<file path="src/rtl/spi_req_arbiter.sv">
// Round-robin arbiter that shares one SPI flash controller request port between NCH masters.
// Captures request pulses, forwards the winner's cmd/len, routes its streams and optionally aborts hung transfers.
module spi_req_arbiter #(
    parameter int NCH   = 4,
    parameter int DSIZE = 8,
    parameter int CSIZE = 3,
    parameter int LSIZE = 24,
    parameter int TMO   = 0
) (
    input  logic                   clock,
    input  logic                   rst_n,
    input  logic                   clk_en,
    input  logic [NCH-1:0]         ch_request,
    input  logic [NCH*CSIZE-1:0]   ch_req_cmd,
    input  logic [NCH*LSIZE-1:0]   ch_req_len,
    input  logic [NCH*LSIZE-1:0]   ch_req_wr_len,
    output logic [NCH-1:0]         ch_busy,
    output logic [NCH-1:0]         ch_finish,
    output logic [NCH-1:0]         ch_error,
    input  logic [NCH-1:0]         ch_wr_vld,
    input  logic [NCH-1:0]         ch_wr_last,
    input  logic [NCH*DSIZE-1:0]   ch_wr_data,
    output logic [NCH-1:0]         ch_wr_ready,
    input  logic [NCH-1:0]         ch_rd_ready,
    output logic [NCH-1:0]         ch_rd_vld,
    output logic [NCH-1:0]         ch_rd_last,
    output logic [NCH*DSIZE-1:0]   ch_rd_data,
    output logic                   m_request,
    output logic [CSIZE-1:0]       m_req_cmd,
    output logic [LSIZE-1:0]       m_req_len,
    output logic [LSIZE-1:0]       m_req_wr_len,
    input  logic                   m_busy,
    input  logic                   m_finish,
    output logic                   m_wr_vld,
    output logic [DSIZE-1:0]       m_wr_data,
    output logic                   m_wr_last,
    input  logic                   m_wr_ready,
    output logic                   m_rd_ready,
    input  logic                   m_rd_vld,
    input  logic [DSIZE-1:0]       m_rd_data,
    input  logic                   m_rd_last,
    output logic [2:0]             dbg_state
);

    localparam int WW = $clog2(NCH);
    localparam int TW = (TMO > 0) ? $clog2(TMO + 1) : 1;

    typedef enum logic [2:0] {
        IDLE  = 3'd0,
        ISSUE = 3'd1,
        RUN   = 3'd2,
        DONE  = 3'd3,
        ABORT = 3'd4
    } state_t;

    state_t            state, state_nxt;
    logic [WW-1:0]     winner, winner_nxt;
    logic [WW-1:0]     rr_ptr, rr_ptr_nxt;
    logic [NCH-1:0]    pending, pending_nxt;
    logic [CSIZE-1:0]  lat_cmd, lat_cmd_nxt;
    logic [LSIZE-1:0]  lat_len, lat_len_nxt;
    logic [LSIZE-1:0]  lat_wr_len, lat_wr_len_nxt;
    logic [TW-1:0]     wdt, wdt_nxt;

    logic [NCH-1:0]    req_eff;
    logic [NCH-1:0]    cand;
    logic              sel_found;
    logic [WW-1:0]     sel_idx;
    logic [WW:0]       sel_sum;

    // m_busy is status only; sequencing relies solely on m_finish.
    logic unused_m_busy;
    assign unused_m_busy = m_busy;

    // Requests from a channel that is already pending or in service are dropped.
    always_comb begin
        req_eff   = ch_request & ~ch_busy;
        cand      = pending | req_eff;
        sel_found = 1'b0;
        sel_idx   = '0;
        sel_sum   = '0;
        for (int k = 0; k < NCH; k++) begin
            sel_sum = {1'b0, rr_ptr} + (WW+1)'(k);
            if (sel_sum >= (WW+1)'(NCH)) sel_sum = sel_sum - (WW+1)'(NCH);
            if (!sel_found && cand[sel_sum[WW-1:0]]) begin
                sel_found = 1'b1;
                sel_idx   = sel_sum[WW-1:0];
            end
        end
    end

    always_comb begin
        state_nxt      = state;
        winner_nxt     = winner;
        rr_ptr_nxt     = rr_ptr;
        pending_nxt    = pending;
        lat_cmd_nxt    = lat_cmd;
        lat_len_nxt    = lat_len;
        lat_wr_len_nxt = lat_wr_len;
        wdt_nxt        = wdt;
        if (clk_en) begin
            pending_nxt = pending | req_eff;
            case (state)
                IDLE: begin
                    if (sel_found) begin
                        winner_nxt           = sel_idx;
                        lat_cmd_nxt          = ch_req_cmd[sel_idx*CSIZE +: CSIZE];
                        lat_len_nxt          = ch_req_len[sel_idx*LSIZE +: LSIZE];
                        lat_wr_len_nxt       = ch_req_wr_len[sel_idx*LSIZE +: LSIZE];
                        pending_nxt[sel_idx] = 1'b0;
                        state_nxt            = ISSUE;
                    end
                end
                ISSUE: begin
                    wdt_nxt   = '0;
                    state_nxt = RUN;
                end
                RUN: begin
                    if (wdt != TW'(TMO)) wdt_nxt = wdt + 1'b1;
                    // Completion wins over a watchdog expiry in the same cycle.
                    if (m_finish)
                        state_nxt = DONE;
                    else if ((TMO > 0) && (wdt == TW'(TMO - 1)))
                        state_nxt = ABORT;
                end
                DONE, ABORT: begin
                    rr_ptr_nxt = (winner == WW'(NCH - 1)) ? '0 : winner + 1'b1;
                    state_nxt  = IDLE;
                end
                default: state_nxt = IDLE;
            endcase
        end
    end

    always_ff @(posedge clock or negedge rst_n) begin
        if (!rst_n) begin
            state      <= IDLE;
            winner     <= '0;
            rr_ptr     <= '0;
            pending    <= '0;
            lat_cmd    <= '0;
            lat_len    <= '0;
            lat_wr_len <= '0;
            wdt        <= '0;
        end else begin
            state      <= state_nxt;
            winner     <= winner_nxt;
            rr_ptr     <= rr_ptr_nxt;
            pending    <= pending_nxt;
            lat_cmd    <= lat_cmd_nxt;
            lat_len    <= lat_len_nxt;
            lat_wr_len <= lat_wr_len_nxt;
            wdt        <= wdt_nxt;
        end
    end

    // Streams use valid/ready: a beat transfers on a cycle where both are high; the
    // arbiter only wires the winner through during RUN and never stores data itself.
    always_comb begin
        ch_busy      = pending;
        ch_finish    = '0;
        ch_error     = '0;
        ch_wr_ready  = '0;
        ch_rd_vld    = '0;
        ch_rd_last   = '0;
        ch_rd_data   = '0;
        m_request    = (state == ISSUE);
        m_req_cmd    = '0;
        m_req_len    = '0;
        m_req_wr_len = '0;
        m_wr_vld     = 1'b0;
        m_wr_data    = '0;
        m_wr_last    = 1'b0;
        m_rd_ready   = 1'b0;
        dbg_state    = state;
        if (state != IDLE) begin
            ch_busy[winner] = 1'b1;
            m_req_cmd       = lat_cmd;
            m_req_len       = lat_len;
            m_req_wr_len    = lat_wr_len;
        end
        if (state == DONE || state == ABORT) ch_finish[winner] = 1'b1;
        if (state == ABORT) ch_error[winner] = 1'b1;
        if (state == RUN) begin
            m_wr_vld                          = ch_wr_vld[winner];
            m_wr_data                         = ch_wr_data[winner*DSIZE +: DSIZE];
            m_wr_last                         = ch_wr_last[winner];
            ch_wr_ready[winner]               = m_wr_ready;
            ch_rd_vld[winner]                 = m_rd_vld;
            ch_rd_last[winner]                = m_rd_last;
            ch_rd_data[winner*DSIZE +: DSIZE] = m_rd_data;
            m_rd_ready                        = ch_rd_ready[winner];
        end
    end

endmodule

</file>
<file path="config.mk">
export PLATFORM = sky130hd
export DESIGN_NAME = spi_req_arbiter
export DESIGN_NICKNAME = d
export VERILOG_FILES = /design/src/rtl/spi_req_arbiter.sv
export SDC_FILE = /design/constraint.sdc
export NUM_CORES = 1
export LEC_CHECK = 0
export ABC_AREA = 1
export BUFFER_PORTS_ARGS = -buffer_cell sky130_fd_sc_hd__buf_2
export CAP_MARGIN = 20
export CORE_AREA = 2 2 151 153
export CTS_BUF_LIST = sky130_fd_sc_hd__clkbuf_8
export DETAILED_ROUTE_END_ITERATION = 12
export DIE_AREA = 0 0 153 155
export PLACE_DENSITY = 0.64
export SKIP_LAST_GASP = 1
export SLEW_MARGIN = 20
export SYNTH_ARGS = -nofsm -noshare
export SYNTH_HDL_FRONTEND = slang
export SYNTH_SLANG_ARGS = --single-unit
</file>
<file path="constraint.sdc">
create_clock -name clock -period 3.55 [get_ports clock]
set_clock_uncertainty 0.05 [all_clocks]
set_input_delay 0.5325 -clock clock [delete_from_list [all_inputs] [get_ports clock]]
set_output_delay 0.5325 -clock clock [all_outputs]
set_load 0.02 [all_outputs]
</file>
==> metrics.txt <==
Critical Path, Cell by Cell=buf_4, ha_1, nand2_1, nand2_2, nand3_1, nand3_1, nand2_1, nor2_2, nand3_2, nand2_4, nand2_4, buf_12, nand2_1, nand2_1, nand2_1, nand2_1, nand2_1, nand2_1; Gate power share=~78%; fraction of layout cells with a size suffix above 1=between 20% and 30%; Total Wirelength=between 20 and 25 mm; Final Hold Violating Endpoints=0; Worst Setup End Kind=register; beginning of the critical path=winner[0]; Placed Area=approximately 8500 um2; Inserted Clock Buffers=9; Placed Cells incl. Taps=1802; Post-Syn Instances=1189; Mapped Area=approximately 6400 um2; Vias/cell=4.50; fraction of registers with async set or reset after synthesis=100%; Max Buffers Root-to-Sink=2; area delta synth->final=36.1%; Post-Place Setup Slack=slightly above 0.5 ns; die area=between 20000 and 25000 um2; Netlist cell types=26; post-route ant nets=0; status=completed; GRT Residual Overflow=0; number of remaining DRC errors=0; H-tree Lvls=3; DR iter-0 viols=slightly above 400; first-pass GRT wire length=36.4 mm; worst setup path endpoint=lat_wr_len[1]; vias in the first global route=between 7000 and 8000; nature of the critical path startpoint=register; slew at the pin closest to its max-slew limit=between 0.8 and 0.9 ns; pin count of the biggest net entering global routing=roughly 100; n_diodes=0; worst hold path class=input port to asynchronous set/reset pin; Die W=around 150 um; Clk pwr share=8.3%; min Tclk post-route=around 3 ns; worst reg2reg endpoint=lat_wr_len[1]; area of the multi-input gates=3740 um2; Setup WS post-layout=a little under 0.5 ns; Design Power=between 8 and 9 mW; Max-Slew Margin vs Limit=approximately 45%; Avg Cell Area, Syn=~5.4 um2; Final HPWL DP=between 15 and 20 mm; hold_buf cts=0; fin nets=1808; Resized cells post-CTS=0; Synth area leaders=nand2_1, dfrtp_1, nand3_1; maxcap violations=0; post-synth top area cell=nand2_1; fin crit share=86.2%; post-synth top area share=a little over a quarter; most frequent cells after synthesis=nand2_1, inv_1, nand3_1, nor2_1, dfrtp_1; reg2reg setup slack=0.49 ns; Max stage delay on crit path=between 0.3 and 0.4 ns; most used cell, CP=nand2_1; VDD IR-drop max=between 0.6 and 0.7 mV; Crit path arrival time=3.24 ns; Leak=5.69 nW; RSZ-0062 raised after global routing=false; WS Path Type=register to register; CP Data Required Time=about 3.7 ns; clk slew on worst S/H paths=~0.080 ns; final hold slack=approximately 0.22 ns; Post-Layout Inst Area=between 8000 and 9000 um2; CP max FO=35; Core Footprint=22200 um2; Yosys Warn Count=0; root buffer cell=clkbuf_8; Worst-Skew Late Latency=approximately 0.35 ns; Fillers=2509; Final Util=between 30% and 40%; clock sinks=between 60 and 70; IO Pins=390; Max Slew Vio Count=0; most common cell in the netlist=nand2_1; TNS Setup=0 ns; IO buf count=between 300 and 400; prevailing post-synth register cell=dfrtp_1; Post-synth EDFFs=0; Final setup viols=0; Pwr per Cell Area=between 900 and 1000 nW/um2; post-route insts no fill=1818; sequential fraction of the synthesis area=a little under a quarter; reg2reg path depth=18; site row count=55; Initial Util=between 20% and 30%; Total GRT Usage=a little under a fifth; #FFs+latches synth=61; P_sw=a little over 5 mW; DRT Pass-1 Iters=5; Sw Share=roughly three fifths; Flop pwr share=between 10 and 15%; CTS tree=yes; DR WL/cell=12.7 um; RD Place Congestion=slightly above 0.9; r2r startpoint=winner[0]; CP max stage cell=dfrtp_1; Peak Freq=327 MHz; Via Count=between 8000 and 9000; Die H=~160 um; Internal=3.61 mW; FF+latch area=between 1500 and 2000 um2; initial antenna violation count=0; setup bufs post-CTS=0
power by group through the flow:
| stage | sequential, mW | combinational [mW] | clock (mW) |
|---|---|---|---|
| global route | 1.24 | 7.66 | 0.784 |
| global placement | 1.20 | 6.78 | 0 |
| finish | 1.19 | 6.76 | 0.720 |
| floorplan | 1.17 | 5.09 | 0 |
| CTS | 1.20 | 6.80 | 0.753 |
| detailed placement | 1.21 | 6.78 | 0 |
final cells by class:
class | count | area share, %
clock buffer | 11 | 1.74
clock inverter | 5 | 0.851
inverter | 190 | 8.25
multi-input combinational | 865 | 43.1
sequential | 61 | 17.6
tap | 285 | 4.11
timing repair buffer | 401 | 24.4
layer usage:
layer  global-route usage, %  vias up  routed length, um
met3                    2.81       50               1320
met5                       0        -                  0
met1                    24.7     3582              10600
met2                    30.3      305              10500
li1                        -     4245                  -
met4                    7.54        0                680
cells by family after synthesis:
group,Yosys count,share of synthesized area [%]
AO/OA/AOI/OAI,47,3.77
AND/OR/NAND/NOR,800,51.7
other,1,0.0588
XOR/XNOR,1,0.255
buffers and inverters,267,17.9
flip-flops,61,23.9
adder cells (fa/ha/maj),12,2.36
flip-flops by register name, indices dropped and copies added, names as in the netlist:
name,cells
lat_cmd,3
dbg_state,2
rr_ptr,2
lat_wr_len,24
pending,4
lat_len,24
winner,2
cells in the final DEF, fill, tap and decap left out, types with 3 or more instances in the layout:
| cell type | n |
|---|---|
| conb_1 | 5 |
| inv_2 | 5 |
| a21oi_1 | 15 |
| inv_1 | 185 |
| buf_12 | 5 |
| clkbuf_8 | 11 |
| ha_1 | 11 |
| o21ai_0 | 27 |
| o21ai_1 | 3 |
| buf_4 | 14 |
| nand3_1 | 175 |
| nand2_4 | 3 |
| nor3_1 | 9 |
| nand2_1 | 460 |
| nor2_1 | 137 |
| dfrtp_1 | 61 |
| nor4_1 | 8 |
| buf_2 | 382 |
worst max-delay path, delay by kind of cell (launching register included):
kind | cells | cell delay (ns)
adders and majority gates | 1 | 0.27
DFF | 1 | 0.35
and+or+nand+nor | 15 | 1.73
buffers and inverters | 2 | 0.49
worst min-delay path by stage:
stage	from	end	slack (ns)	depth (start not counted)
2_1_floorplan	rst_n	dbg_state[0]	0.19	0
3_3_place_gp	lat_len[22]	lat_len[22]	0.41	2
3_5_place_dp	lat_len[15]	lat_len[15]	0.41	2
4_1_cts	rst_n	lat_len[12]	0.24	1
5_1_grt	rst_n	lat_len[12]	0.28	1
6_report	rst_n	lat_len[12]	0.22	1
Note: power is estimated with default switching activity, not from simulation.
